===== src/rtl/ct_idu_is_aiq_lch_sel_if.sv =====
// ct_idu_is_aiq_lch_sel_if: create/ready/launch-control inputs and launch-stage outputs of the AIQ launch selector.
interface ct_idu_is_aiq_lch_sel_if #(
  parameter int ENTRY = 8,
  parameter int IDX_W = 3
);
  logic             create_vld;
  logic [ENTRY-1:0] create_entry;
  logic [ENTRY-1:0] entry_vld;
  logic [ENTRY-1:0] entry_lch_rdy;
  logic             lch_stall;
  logic             lch_cancel;
  logic [ENTRY-1:0] lch_cancel_entry;
  logic             flush;
  logic             lch_vld;
  logic [ENTRY-1:0] lch_entry;
  logic [IDX_W-1:0] lch_idx;
  modport master (
    output create_vld, create_entry, entry_vld, entry_lch_rdy,
           lch_stall, lch_cancel, lch_cancel_entry, flush,
    input  lch_vld, lch_entry, lch_idx
  );
  modport slave (
    input  create_vld, create_entry, entry_vld, entry_lch_rdy,
           lch_stall, lch_cancel, lch_cancel_entry, flush,
    output lch_vld, lch_entry, lch_idx
  );
endinterface


===== src/rtl/ct_idu_is_aiq_lch_sel.sv =====
// ct_idu_is_aiq_lch_sel: age-ordered oldest-ready launch selector with a one-deep launch stage and in-flight mask.
module ct_idu_is_aiq_lch_sel #(
  parameter int ENTRY = 8,
  parameter int IDX_W = 3
) (
  input logic                    forever_cpuclk,
  input logic                    cpurst_b,
  ct_idu_is_aiq_lch_sel_if.slave bus
);
  logic [ENTRY-1:0] age [ENTRY];
  logic [ENTRY-1:0] col [ENTRY];
  logic [ENTRY-1:0] inflight;
  logic [ENTRY-1:0] cand;
  logic [ENTRY-1:0] blk;
  logic [ENTRY-1:0] win;
  logic [ENTRY-1:0] clr;
  logic [ENTRY-1:0] setm;
  logic [IDX_W-1:0] win_idx;
  logic             vld_q;
  logic [ENTRY-1:0] entry_q;
  logic [IDX_W-1:0] idx_q;
  // An entry being created this cycle is never a candidate, even if its valid/ready bits look set.
  assign cand = bus.entry_vld & bus.entry_lch_rdy & ~inflight
              & ~({ENTRY{bus.create_vld}} & bus.create_entry);
  genvar i, j;
  for (i = 0; i < ENTRY; i++) begin : g_col
    for (j = 0; j < ENTRY; j++) begin : g_bit
      assign col[i][j] = age[j][i];
    end
    assign blk[i] = |(cand & col[i]);
  end
  assign win  = cand & ~blk;
  assign clr  = ~bus.entry_vld | ({ENTRY{bus.lch_cancel}} & bus.lch_cancel_entry);
  assign setm = bus.lch_stall ? '0 : win;
  always_comb begin
    win_idx = '0;
    for (int k = 0; k < ENTRY; k++) win_idx = win[k] ? (win_idx | IDX_W'(k)) : win_idx;
  end
  // New entry becomes youngest: its row clears, every currently valid entry becomes older than it.
  always_ff @(posedge forever_cpuclk) begin
    for (int r = 0; r < ENTRY; r++)
      for (int c = 0; c < ENTRY; c++)
        if (!cpurst_b) age[r][c] <= 1'b0;
        else if (bus.create_vld && bus.create_entry[r]) age[r][c] <= 1'b0;
        else if (bus.create_vld && bus.create_entry[c] && r != c) age[r][c] <= bus.entry_vld[r];
  end
  // Set after clear so a relaunch of an entry being cleared keeps it masked.
  always_ff @(posedge forever_cpuclk) begin
    if (!cpurst_b || bus.flush) begin
      inflight <= '0;
      vld_q    <= 1'b0;
      entry_q  <= '0;
      idx_q    <= '0;
    end else begin
      inflight <= (inflight & ~clr) | setm;
      if (!bus.lch_stall) begin
        vld_q   <= |cand;
        entry_q <= win;
        idx_q   <= win_idx;
      end
    end
  end
  assign bus.lch_vld   = vld_q;
  assign bus.lch_entry = entry_q;
  assign bus.lch_idx   = idx_q;
  a_create_onehot: assert property (@(posedge forever_cpuclk) disable iff (!cpurst_b)
    bus.create_vld |-> $onehot(bus.create_entry));
endmodule

===== src/flat_wrapper.sv =====
// flat-port wrapper written by rule: the top's interface ports become plain ports
module ct_idu_is_aiq_lch_sel_flat 
#(
  parameter int ENTRY = 8,
  parameter int IDX_W = 3
)
  (forever_cpuclk, cpurst_b, bus_create_vld, bus_create_entry, bus_entry_vld, bus_entry_lch_rdy, bus_lch_stall, bus_lch_cancel, bus_lch_cancel_entry, bus_flush, bus_lch_vld, bus_lch_entry, bus_lch_idx);
  ct_idu_is_aiq_lch_sel_if #(.ENTRY(ENTRY), .IDX_W(IDX_W)) bus_i ();
  input logic forever_cpuclk;
  input logic cpurst_b;
  input wire logic [$bits(bus_i.create_vld)-1:0] bus_create_vld;
  input wire logic [$bits(bus_i.create_entry)-1:0] bus_create_entry;
  input wire logic [$bits(bus_i.entry_vld)-1:0] bus_entry_vld;
  input wire logic [$bits(bus_i.entry_lch_rdy)-1:0] bus_entry_lch_rdy;
  input wire logic [$bits(bus_i.lch_stall)-1:0] bus_lch_stall;
  input wire logic [$bits(bus_i.lch_cancel)-1:0] bus_lch_cancel;
  input wire logic [$bits(bus_i.lch_cancel_entry)-1:0] bus_lch_cancel_entry;
  input wire logic [$bits(bus_i.flush)-1:0] bus_flush;
  output wire logic [$bits(bus_i.lch_vld)-1:0] bus_lch_vld;
  output wire logic [$bits(bus_i.lch_entry)-1:0] bus_lch_entry;
  output wire logic [$bits(bus_i.lch_idx)-1:0] bus_lch_idx;
  assign bus_i.create_vld = bus_create_vld;
  assign bus_i.create_entry = bus_create_entry;
  assign bus_i.entry_vld = bus_entry_vld;
  assign bus_i.entry_lch_rdy = bus_entry_lch_rdy;
  assign bus_i.lch_stall = bus_lch_stall;
  assign bus_i.lch_cancel = bus_lch_cancel;
  assign bus_i.lch_cancel_entry = bus_lch_cancel_entry;
  assign bus_i.flush = bus_flush;
  assign bus_lch_vld = bus_i.lch_vld;
  assign bus_lch_entry = bus_i.lch_entry;
  assign bus_lch_idx = bus_i.lch_idx;
  ct_idu_is_aiq_lch_sel #(.ENTRY(ENTRY), .IDX_W(IDX_W)) u_core (.forever_cpuclk(forever_cpuclk), .cpurst_b(cpurst_b), .bus(bus_i));
endmodule

===== config.mk =====
export PLATFORM = sky130hd
export DESIGN_NAME = ct_idu_is_aiq_lch_sel_flat
export DESIGN_NICKNAME = d
export VERILOG_FILES = /design/src/rtl/ct_idu_is_aiq_lch_sel_if.sv /design/src/rtl/ct_idu_is_aiq_lch_sel.sv /design/src/flat_wrapper.sv
export SDC_FILE = /design/constraint.sdc
export NUM_CORES = 1
export LEC_CHECK = 0
export CAP_MARGIN = 5
export CORE_MARGIN = 2
export CORE_UTILIZATION = 49
export CTS_CLUSTER_SIZE = 25
export DETAILED_ROUTE_END_ITERATION = 8
export PLACE_DENSITY = 0.76
export RECOVER_POWER = 50
export SLEW_MARGIN = 10
export SYNTH_ARGS = -nofsm -noshare
export SYNTH_HDL_FRONTEND = slang
export SYNTH_SLANG_ARGS = --single-unit

===== constraint.sdc =====
create_clock -name forever_cpuclk -period 1.8 [get_ports forever_cpuclk]
set_input_delay 0.36 -clock forever_cpuclk [delete_from_list [all_inputs] [get_ports forever_cpuclk]]
set_output_delay 0.36 -clock forever_cpuclk [all_outputs]
set_load 0.05 [all_outputs]

==> metrics.txt, run 1 <==
Post-Synthesis Cell Area=3553 um^2; async set-or-reset flop fraction in the synthesized netlist=0%; Arr. time, crit path=2040 ps; nets@finish=491; DRT Pass-1 Iters=6; P&R area growth vs syn=37.61%; Worst Hold Depth=4; max-cap violation count=0; I/O pin total=50; Core Area=7137 um^2; Initial Util=49.79%; Max stage delay on crit path=390 ps; worst-margin pin slew=1006 ps; Via density=5.840; CP Max Fanout=4; Top cell by count, worst path=buf_4; synth unique cells=36; Max IR drop VDD=495.4 uV; largest net degree at the start of global routing=24; first-pass GRT wire length=15.74 mm; drt total wl=10.92 mm; Congestion Overflow GR=0; Synth area leaders=edfxtp_1 46%, dfxtp_1 12%, nand2_1 7.3%; R2R depth=7; LEAKAGE=1.959 nW; leading area contributor after synthesis=edfxtp_1; family with the most delay on the worst path=buffers and inverters; Cells after Synth=366; RSZ-0062 raised after global routing=true; pwr dens=870.8 nW/um^2; total power=4.258 mW; remaining antenna violation count=0; crit share post-route=97.83%; Crit. End Element=register; FMAX=567.9 MHz; ys flop type=edfxtp_1; layout cell share with drive strength beyond 1=24.89%; Synth Register Bits=76; Hold Crit Class=input pin to register; EDFF count, synth=55; commonest non-fill, non-tap cell in the layout=nand2_1; TritonCTS Buffers=9; status=finished, final reports clean; commonest non-fill, non-tap cells in the layout=67 x nand2_1, 56 x nor2_1, 55 x edfxtp_1, 52 x buf_4, 30 x clkdlybuf4s50_1; Crit-path slowest cell=clkdlybuf4s50_1; Design Area, Final=4890 um^2; Seq/Total Area, Yosys=58.31%; fin. max-slew vios=0; post-synth top area share=46.48%; flop-to-flop setup slack=110 ps; DRC=0; H-tree depth=3; Startpoint Class=input pin; Tmin final=1761 ps; Required @ worst endpoint=2080 ps; die width=89.16 um; Antenna Cells=0; gr usage total=27.12%; Post-DP HPWL=7.581 mm; vias in the first global route=2,946; hold endpoint=u_core.inflight[1]; mean area per synthesized cell=9.709 um^2; clock transition at the registers of the reported paths=80 ps; initial antenna violation count=0; clk root buf=clkbuf_8; crit path cell chain=clkdlybuf4s50_1, and3b_2, and2_4, buf_4, a22oi_2, nand4_1, buf_4, a31oi_1; initial drt markers=380; DR vias=3,253; row count=31; CTS Buffer Depth=2; Final setup violation count=0; fill count=541; clk sinks=76; dpl cells=538; Post-DP Area=4449 um^2; Die Area=7949 um^2; Final Skew=10.02 ps; worst hold slack=441.5 ps; Hold Vio Cnt, Final=0; Slew headroom=32.90%; HP Start=bus_entry_vld[1]; clock latency on the worst-skew pair=360 ps; Worst Path Class, Setup=input pin to register; Buf/Inv on CP=3; routed len/inst=19.60 um; Finished Layout Cells=557; number of I/O port buffers=49; RR Startpoint=u_core.inflight[4]; die height=89.16 um; Synth warnings=0; TritonCTS clock tree=done; RD Place Congestion=0.9801; RR Endpoint=u_core.bus.lch_idx[0]; Net Count, Synth=404
-- cell type report --
type                    instances  area, um^2  area share [%]
well taps                      99       123.9           2.533
multi-input cells             261        1546           31.63
flip-flops and latches         76        2072           42.37
clock buffers                  10       127.6           2.610
clock inverters                 6       111.4           2.277
repair buffers                104       904.6           18.50
inverters                       1       3.754         0.07677
-- power by group --
| part | internal (mW) | switching [mW] | leakage, nW |
|---|---|---|---|
| clock network | 0.924 | 0.643 | 0.119 |
| registers | 2.00 | 0.0678 | 0.757 |
| logic | 0.284 | 0.338 | 1.08 |
| total | 3.21 | 1.05 | 1.96 |
-- state kept, by name (all words and copies together), names as in the netlist --
signal	flops
u_core.age	56
u_core.bus.lch_entry	8
u_core.bus.lch_idx	3
u_core.bus.lch_vld	1
u_core.inflight	8
-- cells in the mapped netlist (all sizes together), types with 3 or more instances --
master    n
and3     14
a221oi    4
a21oi    13
and4b     4
clkbuf   23
dfxtp    21
nor2     57
o21ai     4
a22oi     9
o21a     10
nand3    24
a2111oi   3
a22o      6
nand2    74
a31oi     4
and2     15
buf       5
edfxtp   55
-- routing by layer --
| metal | wire length [um] | GRT usage, % |
|---|---|---|
| met5 | 0 | 0 |
| met3 | 1094 | 5.540 |
| met1 | 4400 | 37.76 |
| met4 | 307 | 11.40 |
| met2 | 5112 | 41.55 |
-- tightest hold or removal path, stage by stage --
cell            delay (ps)
dlymetal6s2s_1         130
buf_4                  140
nand3_1                 60
a21oi_1                 60
-- worst max-delay path by stage --
stage | depth (start not counted) | startpoint | to | slack (ps)
floorplan | 7 | bus_create_vld | u_core.bus.lch_idx[1] | 50
global placement | 8 | bus_create_vld | u_core.bus.lch_idx[2] | -690
detailed placement | 8 | bus_create_vld | u_core.bus.lch_entry[5] | -640
CTS | 8 | bus_entry_vld[4] | u_core.bus.lch_idx[2] | -6
global route | 7 | bus_create_entry[2] | u_core.inflight[1] | -10
finish | 8 | bus_entry_lch_rdy[4] | u_core.bus.lch_idx[0] | 40
-- metrics by stage --
| stage | worst slack (ps) | setup TNS [ps] | util, % |
|---|---|---|---|
| floorplan | 51.97 | 0 | - |
| global placement | -694.4 | -28400 | 62.34 |
| detailed placement | -639.8 | -31960 | 62.34 |
| CTS | -5.565 | -5.565 | 66.43 |
| global route | -14.67 | -44.55 | 68.51 |
| finish | 38.99 | 0 | 68.51 |
-- timing repair --
item / 4_1_cts / 5_1_grt
buffers inserted: 0 / 2
pin swaps: 2 / 28
hold buffers: 0 / 0
gates cloned: 0 / 1
endpoints found under the setup margin: 37 / 19
gates resized for setup: 15 / 45
-- cell families (layout without fill, tap and decap cells) --
group,Yosys count,in the layout,synth area share [%]
AO/OA/AOI/OAI,56,56,11.09
buffers and inverters,29,121,3.380
flip-flops,76,76,58.31
AND/OR/NAND/NOR,205,205,27.22
Power figures use the tool's default switching activity.
==> run 2, diff against run 1 <==
--- a/config.mk
+++ b/config.mk
@@ -11,7 +11,6 @@
 export CTS_CLUSTER_SIZE = 25
 export DETAILED_ROUTE_END_ITERATION = 8
 export PLACE_DENSITY = 0.76
-export RECOVER_POWER = 50
 export SLEW_MARGIN = 10
 export SYNTH_ARGS = -nofsm -noshare
 export SYNTH_HDL_FRONTEND = slang
==> run 2 against run 1 <==
Critical path depth stayed put. Hold slack is essentially flat. Clock skew rose by 3.1 ps. Cell area up 1.0%. Non-clock buffer count stayed put. Fmax shrank 1.6%. First-iteration DRC count is 2.6% higher. Wire length about the same. Sequential share of layout area shrank 0.43 points. Sequential cell count unchanged. Via count grew 0.12%. Power grew 0.27%. Critical endpoint unchanged.
==> metrics.txt, run 2 (synthesis results as in run 1) <==
clock latency on the worst-skew pair=360 ps; Hold Vio Cnt, Final=0; die height=89.16 um; commonest non-fill, non-tap cell in the layout=nand2_1; DRC=0; CTS Buffer Depth=2; Final Skew=13.14 ps; GR Layer Usage met2=41.55%; first-pass GRT wire length=15.74 mm; largest net degree at the start of global routing=24; FMAX=558.7 MHz; Slew headroom=75.46%; Crit. End Element=register; max-cap violation count=0; TritonCTS clock tree=done; gr usage total=27.12%; Tmin final=1790 ps; CTS Hold Bufs=0; number of I/O port buffers=49; Via density=5.847; RSZ-0062 raised after global routing=true; commonest non-fill, non-tap cells in the layout=67 x nand2_1, 61 x buf_4, 56 x nor2_1, 55 x edfxtp_1, 30 x clkdlybuf4s50_1; pwr dens=864.2 nW/um^2; M3 GR Usage=5.540%; fill count=528; crit share post-route=99.44%; layout cell share with drive strength beyond 1=27.07%; clk root buf=clkbuf_8; worst hold slack=441.7 ps; routed len/inst=19.59 um; worst-margin pin slew=366.9 ps; status=finished, final reports clean; most flop-heavy register=u_core.age; Max stage delay on crit path=390 ps; max reg flops=56; Place WS=-639.8 ps; nets@finish=491; initial drt markers=390; setup TNS=0 ps; Max IR drop VDD=489.8 uV; drt total wl=10.91 mm; Core Area=7137 um^2; family with the most delay on the worst path=buffers and inverters; clock transition at the registers of the reported paths=80 ps; LEAKAGE=2.006 nW; Arr. time, crit path=2060 ps; Worst Path Class, Setup=input pin to register; RD Place Congestion=0.9801; Post-DP HPWL=7.581 mm; crit path cell chain=clkdlybuf4s50_1, and3b_2, and2_4, buf_4, a22oi_2, nand4_1, buf_4, a31oi_1; fin. max-slew vios=0; DRT Pass-1 Iters=5; Initial Util=49.79%; Crit-path slowest cell=clkdlybuf4s50_1; Most Crowded Layer GR=met2; CP Max Fanout=4; P&R area growth vs syn=39.01%; M1 GR Usage=37.76%; remaining antenna violation count=0; Hold Crit Class=input pin to register; Buf/Inv on CP=3; vias in the first global route=2,946; I/O pin total=50; Top cell by count, worst path=buf_4; Die Area=7949 um^2; clk sinks=76; die width=89.16 um; H-tree depth=3; Final WS setup=10.01 ps; TritonCTS Buffers=9; initial antenna violation count=0; DR vias=3,257; Required @ worst endpoint=2070 ps; Congestion Overflow GR=0; Antenna Cells=0; Final setup violation count=0; Startpoint Class=input pin; row count=31
-- run 2: cell count changes in the layout (fill, tap and decap cells not counted), sizes merged --
cell	delta
buf	+10
clkbuf	-10
-- run 2: repair_timing --
item	CTS	global route
cloned	0	1
setup endpoints to repair	37	19
resized for setup	15	45
pin swaps	2	28
buffers inserted	0	2
-- run 2: path summary, 6_finish.rpt --
kind                      startpoint                 endpoint  slack (ps)  depth (start not counted)
max             bus_entry_lch_rdy[4]    u_core.bus.lch_idx[0]          10                          8
min                 bus_entry_vld[1]       u_core.inflight[1]         440                          4
max reg2reg       u_core.inflight[4]    u_core.bus.lch_idx[0]          80                          7
min reg2reg  u_core.bus.lch_entry[7]  u_core.bus.lch_entry[7]         470                          2
-- run 2: worst register-to-register path: stages, from the launching register on --
cell and delay (ps):
dfxtp_1 320, and3b_2 240, and2_4 160, buf_4 160, a22oi_2 190, nand4_1 210
buf_4 200, a31oi_1 160
-- run 2: final cells by class --
type,count,area [um^2],area share [%]
clock buffer,10,127.6,2.584
clock inverter,6,111.4,2.254
multi-input combinational,261,1546,31.31
timing repair buffer,104,954.7,19.33
tap,99,123.9,2.508
inverter,1,3.754,0.07599
sequential,76,2072,41.95
-- run 2: stage by stage --
stage	cell area, um^2	total power, mW	cells	util (%)
after floorplan	3553	2.334	366	-
after global placement	4449	2.628	538	62.34
after detailed placement	4449	2.642	538	62.34
after CTS	4741	4.188	554	66.43
after global routing	4940	4.407	557	69.21
final	4940	4.269	557	69.21
-- run 2: metal layers --
layer | vias to the layer above | wire, um
met5 | - | 0
met3 | 39 | 1036
met2 | 202 | 5005
met4 | 0 | 382
met1 | 1548 | 4488
li1 | 1468 | -
-- run 2: power by group --
part	internal, mW	switching (mW)	total, mW
clock network	0.924	0.645	1.57
logic	0.293	0.339	0.632
registers	2.00	0.0670	2.07
total	3.22	1.05	4.27
==> run 3, diff against run 2 <==
--- a/config.mk
+++ b/config.mk
@@ -10,8 +10,11 @@
 export CORE_UTILIZATION = 49
 export CTS_CLUSTER_SIZE = 25
 export DETAILED_ROUTE_END_ITERATION = 8
+export GPL_TIMING_DRIVEN = 0
+export MAX_ROUTING_LAYER = met4
 export PLACE_DENSITY = 0.76
 export SLEW_MARGIN = 10
 export SYNTH_ARGS = -nofsm -noshare
 export SYNTH_HDL_FRONTEND = slang
 export SYNTH_SLANG_ARGS = --single-unit
+export TNS_END_PERCENT = 20
==> run 3 against run 2 <==
The run now ends with negative setup slack left. Clock skew decreased by 4.6 ps. Sequential share of layout area increased by 2.1 points. Critical path type unchanged. Via count rose by 1.3%. Sequential power hardly changed. Non-clock buffer count fell by 18. Register-to-register slack about the same. Global-route usage increased by 1.3 points. Power shrank 5.5%. Largest power group unchanged. First-iteration DRC count decreased by 5.9%.
==> metrics.txt, run 3 (synthesis results as in run 1) <==
LEAKAGE=1.899 nW; Tmin final=1812 ps; Arr. time, crit path=2100 ps; I/O pin total=50; Hold Vio Cnt, Final=0; Core Area=7137 um^2; Die Area=7949 um^2; DRC=0; crit share post-route=100.7%; Congestion Overflow GR=0; Hold Crit Class=input pin to register; Worst Path Class, Setup=input pin to register; Slew headroom=59.46%; Crit. End Element=register; Finished Layout Cells=538; failing checks=negative setup slack; Most Crowded Layer GR=met2; Startpoint Class=input pin; DRT Pass-1 Iters=5; HP Start=bus_entry_vld[7]; Worst Hold Depth=3; pwr dens=857.1 nW/um^2; Worst Setup SP=bus_entry_lch_rdy[7]; DR vias=3,300; clk sinks=76; RR Startpoint=u_core.inflight[4]; drt total wl=11.14 mm; H-tree depth=3; commonest non-fill, non-tap cell in the layout=nand2_1; max-cap violation count=0; clock transition at the registers of the reported paths=80 ps; first-pass GRT wire length=15.73 mm; nets@finish=473; layout cell share with drive strength beyond 1=17.31%; family with the most delay on the worst path=simple AND/OR/NAND/NOR gates; worst hold slack=384.6 ps; Post-DP HPWL=7.044 mm; remaining antenna violation count=0; max reg flops=56; P&R area growth vs syn=32.50%; die height=89.16 um; initial antenna violation count=0; Buf/Inv on CP=2; status=complete, but fails checks; initial drt markers=367; Design Area, Final=4708 um^2; M1 GR Usage=35.45%; Place WS=-1031 ps; clock latency on the worst-skew pair=350 ps; TritonCTS clock tree=done; flop-to-flop setup slack=70 ps; FMAX=551.8 MHz; M3 GR Usage=5.263%; largest net degree at the start of global routing=13; vias in the first global route=3,039; Post-DP Area=4158 um^2; GR Layer Usage met2=42.15%; RSZ-0062 raised after global routing=true; RR Endpoint=u_core.bus.lch_entry[5]; most flop-heavy register=u_core.age; number of I/O port buffers=48; row count=31; gr usage total=28.44%; Via density=6.134; clk root buf=clkbuf_8; CP Max Fanout=6; TritonCTS Buffers=9; RD Place Congestion=0.9236; Max stage delay on crit path=480 ps; die width=89.16 um; Max IR drop VDD=399.5 uV; Final setup violation count=2; crit path cell chain=clkdlybuf4s50_1, and4b_2, buf_4, a22oi_2, and3_1, nand3_2, a21oi_2; CTS Buffer Depth=2; R2R depth=7; Required @ worst endpoint=2090 ps; fin. max-slew vios=0; Antenna Cells=0; Final Skew=8.519 ps; dpl cells=513; hold endpoint=u_core.inflight[7]; Final WS setup=-12.13 ps; Crit-path slowest cell=clkdlybuf4s50_1; routed len/inst=20.71 um; worst-margin pin slew=608.1 ps; Initial Util=49.79%; commonest non-fill, non-tap cells in the layout=68 x nand2_1, 56 x nor2_1, 55 x edfxtp_1, 23 x nand3_1
-- run 3: cell types whose count changed in the layout (fill, tap and decap cells not counted), moves of 3 or more --
cell	change
buf_4	-50
clkbuf_2	+3
clkdlybuf4s50_1	-9
clkbuf_1	+14
nand2_2	-3
dlygate4sd2_1	+18
-- run 3: how the worst max path moves through the flow --
stage / endpoint / slack (ps) / depth (start not counted)
2_1_floorplan: u_core.bus.lch_idx[1] / 50 / 7
3_3_place_gp: u_core.inflight[5] / -1010 / 8
3_5_place_dp: u_core.bus.lch_entry[5] / -1030 / 8
4_1_cts: u_core.bus.lch_idx[1] / 6 / 6
5_1_grt: u_core.bus.lch_idx[0] / -60 / 7
6_report: u_core.inflight[1] / -10 / 7
-- run 3: metal layers --
metal,vias up,wire length [um]
li1,1434,-
met1,1563,4163
met2,243,5383
met3,60,1015
met4,0,579
met5,-,0
-- run 3: final cells by class --
type                            count  area (um^2)
Sequential cell                    76         2072
Clock buffer                        9        123.9
Buffer                             23        110.1
Multi-Input combinational cell    261         1570
Clock inverter                      6        80.08
Tap cell                           99        123.9
Fill cell                         566         2429
Timing Repair Buffer               63        624.3
Inverter                            1        3.754
-- run 3: through the flow --
| step | utilization [%] | setup TNS (ps) | power, mW |
|---|---|---|---|
| after global routing | 65.97 | -273.8 | 4.133 |
| after global placement | 58.26 | -54900 | 2.544 |
| after floorplan | - | 0 | 2.334 |
| after CTS | 63.99 | 0 | 3.954 |
| after detailed placement | 58.26 | -54560 | 2.559 |
| final | 65.97 | -19.21 | 4.036 |
-- run 3: worst min-delay path, delay by kind of cell --
family / cells / cell delay (ps)
buffers and inverters: 1 / 180
and+or+nand+nor: 1 / 90
AOI/OAI and AO/OA: 1 / 60
-- run 3: where the power goes --
group	switching [mW]	internal, mW
clock	0.637	0.761
sequential	0.0490	2.00
combinational	0.355	0.235
-- run 3: repair_timing --
| action | CTS | global route |
|---|---|---|
| endpoints found under the setup margin | 77 | 33 |
| pin swaps | 17 | 14 |
| hold buffers | 0 | 0 |
| gates cloned | 1 | 0 |
| resized for setup | 60 | 27 |
| setup buffers | 12 | 2 |
